===== config.mk =====
export PLATFORM = sky130hd
export DESIGN_NAME = uop_cache_ctrl_flat
export DESIGN_NICKNAME = d
export VERILOG_FILES = /design/src/rtl/uop_cache_ctrl_if.sv /design/src/rtl/uop_cache_ctrl.sv /design/src/flat_wrapper.sv
export SDC_FILE = /design/constraint.sdc
export NUM_CORES = 1
export LEC_CHECK = 0
export CORE_UTILIZATION = 45
export CTS_CLUSTER_DIAMETER = 200
export DETAILED_ROUTE_END_ITERATION = 12
export PLACE_DENSITY = 0.87
export SLEW_MARGIN = 20
export SYNTH_ARGS = -nofsm -noshare
export SYNTH_HDL_FRONTEND = slang
export SYNTH_SLANG_ARGS = --single-unit

===== constraint.sdc =====
create_clock -name clk -period 6.2 [get_ports clk]
set_input_delay 0.62 -clock clk [delete_from_list [all_inputs] [get_ports clk]]
set_output_delay 0.62 -clock clk [all_outputs]
set_load 0.01 [all_outputs]

===== src/rtl/uop_cache_ctrl_if.sv =====
// uop_cache_ctrl_if: fill/replay control inputs plus cache write/read port and status bundle.
interface uop_cache_ctrl_if #(parameter int AW = 6);
    logic          fill_valid;
    logic          fill_last;
    logic [31:0]   fill_instr;
    logic          replay_start;
    logic [7:0]    replay_iters;
    logic          stall;
    logic          flush;
    logic          cache_write_enable;
    logic [AW-1:0] cache_write_address;
    logic [31:0]   cache_instruction;
    logic          cache_read_enable;
    logic [AW-1:0] cache_read_address;
    logic          uop_valid;
    logic          replay_busy;
    logic          replay_done;
    logic          buf_valid;
    logic [AW:0]   buf_len;
    logic          fill_overflow;
    modport slave (
        input  fill_valid, fill_last, fill_instr, replay_start, replay_iters, stall, flush,
        output cache_write_enable, cache_write_address, cache_instruction,
               cache_read_enable, cache_read_address, uop_valid, replay_busy,
               replay_done, buf_valid, buf_len, fill_overflow
    );
    modport master (
        output fill_valid, fill_last, fill_instr, replay_start, replay_iters, stall, flush,
        input  cache_write_enable, cache_write_address, cache_instruction,
               cache_read_enable, cache_read_address, uop_valid, replay_busy,
               replay_done, buf_valid, buf_len, fill_overflow
    );
endinterface


===== src/rtl/uop_cache_ctrl.sv =====
// uop_cache_ctrl: buffers a loop body into a uop cache and replays it a given number of times.
module uop_cache_ctrl #(parameter int AW = 6) (
    input logic           clk,
    input logic           reset,
    uop_cache_ctrl_if.slave bus
);
    typedef enum logic [1:0] {IDLE, FILL, OVF, REPLAY} state_t;
    localparam logic [AW-1:0] LAST_ADDR = '1;
    state_t        r_state, w_next;
    logic [AW-1:0] r_wptr, r_rptr;
    logic [7:0]    r_iters;
    logic [AW:0]   r_buf_len;
    logic          r_buf_valid, r_ovf, r_uop_valid, r_last, r_done;
    logic          w_fill, w_start, w_issue, w_wrap, w_final;
    assign w_fill  = bus.fill_valid & !bus.flush & !reset;
    assign w_start = (r_state == IDLE) & bus.replay_start & r_buf_valid &
                     (bus.replay_iters != 8'd0) & !bus.fill_valid & !bus.flush;
    assign w_issue = (r_state == REPLAY) & !bus.stall & !bus.flush & !reset;
    assign w_wrap  = {1'b0, r_rptr} == r_buf_len - (AW+1)'(1);
    assign w_final = w_issue & w_wrap & (r_iters == 8'd1);
    assign bus.cache_write_enable  = w_fill & ((r_state == IDLE) | (r_state == FILL));
    assign bus.cache_write_address = (r_state == IDLE) ? '0 : r_wptr;
    assign bus.cache_instruction   = bus.fill_instr;
    assign bus.cache_read_enable   = w_issue;
    assign bus.cache_read_address  = r_rptr;
    assign bus.uop_valid     = r_uop_valid;
    assign bus.replay_busy   = r_state == REPLAY;
    assign bus.replay_done   = r_done;
    assign bus.buf_valid     = r_buf_valid;
    assign bus.buf_len       = r_buf_len;
    assign bus.fill_overflow = r_ovf;
    always_comb begin
        w_next = r_state;
        case (r_state)
            IDLE:    w_next = (w_fill & !bus.fill_last) ? FILL : w_start ? REPLAY : IDLE;
            FILL:    w_next = !w_fill ? FILL : bus.fill_last ? IDLE : (r_wptr == LAST_ADDR) ? OVF : FILL;
            OVF:     w_next = (w_fill & bus.fill_last) ? IDLE : OVF;
            default: w_next = w_final ? IDLE : REPLAY;
        endcase
        if (bus.flush) w_next = IDLE;
    end
    always_ff @(posedge clk) begin
        if (reset) r_state <= IDLE;
        else       r_state <= w_next;
    end
    always_ff @(posedge clk) begin
        if (reset) begin
            r_wptr      <= '0;
            r_rptr      <= '0;
            r_iters     <= '0;
            r_buf_len   <= '0;
            r_buf_valid <= 1'b0;
            r_ovf       <= 1'b0;
            r_uop_valid <= 1'b0;
            r_last      <= 1'b0;
            r_done      <= 1'b0;
        end else begin
            if (w_fill & (r_state == IDLE)) begin
                r_buf_valid <= bus.fill_last;
                r_ovf       <= 1'b0;
                r_wptr      <= AW'(1);
                if (bus.fill_last) r_buf_len <= (AW+1)'(1);
            end else if (w_fill & (r_state == FILL)) begin
                if (bus.fill_last) begin
                    r_buf_valid <= 1'b1;
                    r_buf_len   <= {1'b0, r_wptr} + (AW+1)'(1);
                end else if (r_wptr == LAST_ADDR) r_ovf <= 1'b1;
                else r_wptr <= r_wptr + AW'(1);
            end
            if (bus.flush & ((r_state == FILL) | (r_state == OVF))) r_buf_valid <= 1'b0;
            if (w_start) begin
                r_rptr  <= '0;
                r_iters <= bus.replay_iters;
            end else if (w_issue) begin
                r_rptr <= w_wrap ? '0 : r_rptr + AW'(1);
                if (w_wrap) r_iters <= r_iters - 8'd1;
            end
            // a stalled uop keeps both its valid and its last marker until accepted
            r_uop_valid <= bus.flush ? 1'b0 : w_issue ? 1'b1 : bus.stall ? r_uop_valid : 1'b0;
            r_last      <= bus.flush ? 1'b0 : w_issue ? w_final : bus.stall ? r_last : 1'b0;
            r_done      <= !bus.flush & r_uop_valid & r_last & !bus.stall;
        end
    end
endmodule


===== src/flat_wrapper.sv =====
// flat-port wrapper written by rule: the top's interface ports become plain ports
module uop_cache_ctrl_flat 
#(parameter int AW = 6)
  (clk, reset, bus_fill_valid, bus_fill_last, bus_fill_instr, bus_replay_start, bus_replay_iters, bus_stall, bus_flush, bus_cache_write_enable, bus_cache_write_address, bus_cache_instruction, bus_cache_read_enable, bus_cache_read_address, bus_uop_valid, bus_replay_busy, bus_replay_done, bus_buf_valid, bus_buf_len, bus_fill_overflow);
  uop_cache_ctrl_if #(.AW(AW)) bus_i ();
  input logic clk;
  input logic reset;
  input wire logic [$bits(bus_i.fill_valid)-1:0] bus_fill_valid;
  input wire logic [$bits(bus_i.fill_last)-1:0] bus_fill_last;
  input wire logic [$bits(bus_i.fill_instr)-1:0] bus_fill_instr;
  input wire logic [$bits(bus_i.replay_start)-1:0] bus_replay_start;
  input wire logic [$bits(bus_i.replay_iters)-1:0] bus_replay_iters;
  input wire logic [$bits(bus_i.stall)-1:0] bus_stall;
  input wire logic [$bits(bus_i.flush)-1:0] bus_flush;
  output wire logic [$bits(bus_i.cache_write_enable)-1:0] bus_cache_write_enable;
  output wire logic [$bits(bus_i.cache_write_address)-1:0] bus_cache_write_address;
  output wire logic [$bits(bus_i.cache_instruction)-1:0] bus_cache_instruction;
  output wire logic [$bits(bus_i.cache_read_enable)-1:0] bus_cache_read_enable;
  output wire logic [$bits(bus_i.cache_read_address)-1:0] bus_cache_read_address;
  output wire logic [$bits(bus_i.uop_valid)-1:0] bus_uop_valid;
  output wire logic [$bits(bus_i.replay_busy)-1:0] bus_replay_busy;
  output wire logic [$bits(bus_i.replay_done)-1:0] bus_replay_done;
  output wire logic [$bits(bus_i.buf_valid)-1:0] bus_buf_valid;
  output wire logic [$bits(bus_i.buf_len)-1:0] bus_buf_len;
  output wire logic [$bits(bus_i.fill_overflow)-1:0] bus_fill_overflow;
  assign bus_i.fill_valid = bus_fill_valid;
  assign bus_i.fill_last = bus_fill_last;
  assign bus_i.fill_instr = bus_fill_instr;
  assign bus_i.replay_start = bus_replay_start;
  assign bus_i.replay_iters = bus_replay_iters;
  assign bus_i.stall = bus_stall;
  assign bus_i.flush = bus_flush;
  assign bus_cache_write_enable = bus_i.cache_write_enable;
  assign bus_cache_write_address = bus_i.cache_write_address;
  assign bus_cache_instruction = bus_i.cache_instruction;
  assign bus_cache_read_enable = bus_i.cache_read_enable;
  assign bus_cache_read_address = bus_i.cache_read_address;
  assign bus_uop_valid = bus_i.uop_valid;
  assign bus_replay_busy = bus_i.replay_busy;
  assign bus_replay_done = bus_i.replay_done;
  assign bus_buf_valid = bus_i.buf_valid;
  assign bus_buf_len = bus_i.buf_len;
  assign bus_fill_overflow = bus_i.fill_overflow;
  uop_cache_ctrl #(.AW(AW)) u_core (.clk(clk), .reset(reset), .bus(bus_i));
endmodule

==> results.cfg <==
[cts]
cts_max_path_buffers = 2
cts_buf_count = 5
clk_root_buffer_cell = clkbuf_8
cts_setup_buffers = 0
cts_tree = built
worst_setup_hold_path_clk_slew_ns = 0.06
htree_num_levels = 2
clock_latency_ns = 0.28
clkSinkCount = 34
post_cts_hold_buffer_count = 0
cts-resized-gates = 0

[timing]
setup-violations-final = 0
slew_viol_final = 0
fin_setup_tns_ns = 0
tightest_slew_ns = 0.899
fin_worst_skew_ns = 0.00584
hold_viol_final = 0
setup_repair_after_global_routing_missed_its_margin = no
finalWorstPathRequiredPeriod_ns = 3.61
max_clock_freq_ghz = 0.277
max_slew_margin_pct = 39.9
min_period_over_period_pct = 58.2

[power]
vdd.ir_drop.worst_uv = 121
pwr_density_nw_per_um2 = 161
power.static_leakage_nw = 0.894

[floorplan]
design.portCount = 105
die_w_um = 72.4
core_sq_um = 4750
placementRows = 25
initial_utilization_pct = 46.9
design.die.area_sq_um = 5240
dieHeight_um = 72.4

[grt]
grt_antenna_before_repair = 0
global_route.usage.total_pct = 18.3
grt_max_degree = 26
first_global_vias = 1695
grt_pass1_wl_mm = 7.56
globalRouteOverflowTotal = 0

[synth]
synth_seq_area_share_pct = 30.5
synth_async_sr_flop_share_pct = 0
synth_most_common_cell = dfxtp_1
combinational_family_with_the_most_area_after_synthesis = simple AND/OR/NAND/NOR gates
synth.top_cells.by_area = dfxtp_1, buf_4, ha_1
netlist_top_cells_count = dfxtp_1, buf_4, nor2_1
ys_seq_elements = 34
synth_nets = 328
synth_largest_type_area_fraction_pct = 30.5
yosysWarnings = 0
simple_gate_area_share_of_the_yosys_netlist_pct = 30.0
muxShareOfSynthArea_pct = 1.35
synth_ff_type = dfxtp_1
synthesis.area_sq_um = 2230
synth_top_cell_by_area = dfxtp_1
synth_adder_area_share_pct = 5.05
synthesized_area_fraction_occupied_by_ao_oa_aoi_and_oai_cells_pct = 11.7
synth_xor_area_share_pct = 7.86
syn_avg_cell_area_sq_um = 8.20
netlist_instances = 272
netlist-cell-type-count = 46
synth-edff-count = 0

[worst_setup_path]
crit_type = primary input to output pin
reg2reg_slack_ns = 3.31
data_arrival_critical_path_ns = 2.99
crit_slowest_cell = clkdlybuf4s50_1
crit_path_end_kind = output pin
regToRegStartpoint = u_core.bus.buf_len[0]
critPathLaunchType = primary input
reg2reg_to = u_core.r_iters[6]
worst-endpoint-required_ns = 5.58
timing.critical_path.cells = clkdlybuf4s50_1, nor3b_1, o21a_1, clkdlybuf4s50_1
max_stage_delay_ns = 0.87
critical-path-top-cell-by-count = clkdlybuf4s50_1
r2r_cells = 8
critPathMaxFanout = 25

[placement]
placedCellCount = 339
place.gp.congestion = 0.829
dpl.hpwl_mm = 3.36
dpl-instance-area_sq_um = 2440
place.port_buffers = 40

[cells_and_area]
drive_gt1_share_pct = 5.73
layout.nets = 335
layout-area-overhead-vs-synth_pct = 13.0
fin_area_sq_um = 2520
antennaDiodeCount = 0
finish.cell_count_without_fillers = 346
final_util_pct = 53.0

[flow_run]
cap_viol_max_count = 0

[hold_path]
hold-path-endpoint = u_core.bus.replay_done
holdCritStartpoint = u_core.r_last
whs_path_depth = 2
timing.hold.worst.class = flip-flop to flip-flop

[routing]
drc = 0
first_iteration_detailed_routing_drc_count = 80
first_pass_iters = 4
final_antenna_net_count = 0
detail_route.vias_per_cell = 5.40
detail_route.wl_per_cell_um = 13.2
route.final.wire_length_mm = 4.57
route.vias.total = 1867

[outcome]
status = finished clean
power breakdown:
| group | leakage, nW | internal [mW] | total, mW | switching [mW] |
|---|---|---|---|---|
| Clock | 0.0383 | 0.0772 | 0.153 | 0.0756 |
| Sequential | 0.274 | 0.220 | 0.221 | 0.00172 |
| Combinational | 0.582 | 0.0154 | 0.0315 | 0.0161 |
registers in the layout, indices dropped and copies added (netlist names), 2 cells and up:
signal / flops
u_core.bus.buf_len: 7
u_core.r_state: 2
u_core.bus.cache_read_address: 6
u_core.r_iters: 8
u_core.r_wptr: 6
cell type report:
class | instances | area (sq um)
clock buffer | 7 | 76.3
fill | 456 | 2240
inverter | 8 | 30.0
multi-input combinational | 190 | 1250
sequential | 34 | 681
tap | 67 | 83.8
timing repair buffer | 40 | 400
metal layers:
layer | vias to the layer above | GRT usage (%) | wire length [um]
met4 | 0 | 6.54 | 49
li1 | 932 | - | -
met1 | 873 | 24.7 | 2170
met5 | - | 0 | 0
met3 | 8 | 4.03 | 293
met2 | 54 | 28.7 | 2050
critical path, delay by kind of cell:
family	cells	cell delay [ns]
buffers and inverters	2	1.40
AND/OR/NAND/NOR	1	0.73
AO/OA/AOI/OAI	1	0.23
per-stage QoR:
stage | hold slack [ns] | power, mW | setup WS (ns)
finish | 0.455 | 0.406 | 2.59
global route | 0.483 | 0.423 | 2.37
CTS | 0.458 | 0.409 | 2.59
detailed placement | 0.450 | 0.258 | 2.50
global placement | 0.446 | 0.257 | 2.61
floorplan | 0.437 | 0.263 | 3.63
cell usage in the layout (no fill, tap or decap), types with 4 or more instances in the layout:
cell type / count
a311oi_1: 4
nor2b_1: 12
nand3_1: 7
a21oi_1: 17
inv_1: 8
nand4_1: 6
xor2_1: 9
clkdlybuf4s50_1: 40
o21ai_0: 5
or3_1: 5
nand2_1: 17
nor4_1: 5
clkbuf_8: 5
xnor2_1: 11
ha_1: 9
dfxtp_1: 34
nor2_1: 29
nor3_1: 10
kinds of logic (layout without fill, tap and decap cells):
| family | after synthesis | after routing |
|---|---|---|
| AO/OA/AOI/OAI | 41 | 41 |
| XOR/XNOR | 20 | 20 |
| adder cells (fa/ha/maj) | 9 | 9 |
| buffers and inverters | 48 | 55 |
| flip-flops | 34 | 34 |
| multiplexers | 3 | 3 |
| AND/OR/NAND/NOR | 117 | 117 |
worst max path at each step:
stage                from  slack, ns                endpoint
global route        reset       2.37  bus_cache_write_enable
global placement    reset       2.61       u_core.r_iters[6]
detailed placement  reset       2.50       u_core.r_iters[6]
floorplan           reset       3.63       u_core.r_iters[6]
finish              reset       2.59  bus_cache_write_enable
CTS                 reset       2.59  bus_cache_write_enable
No activity file was read; power rests on OpenSTA's default activity.
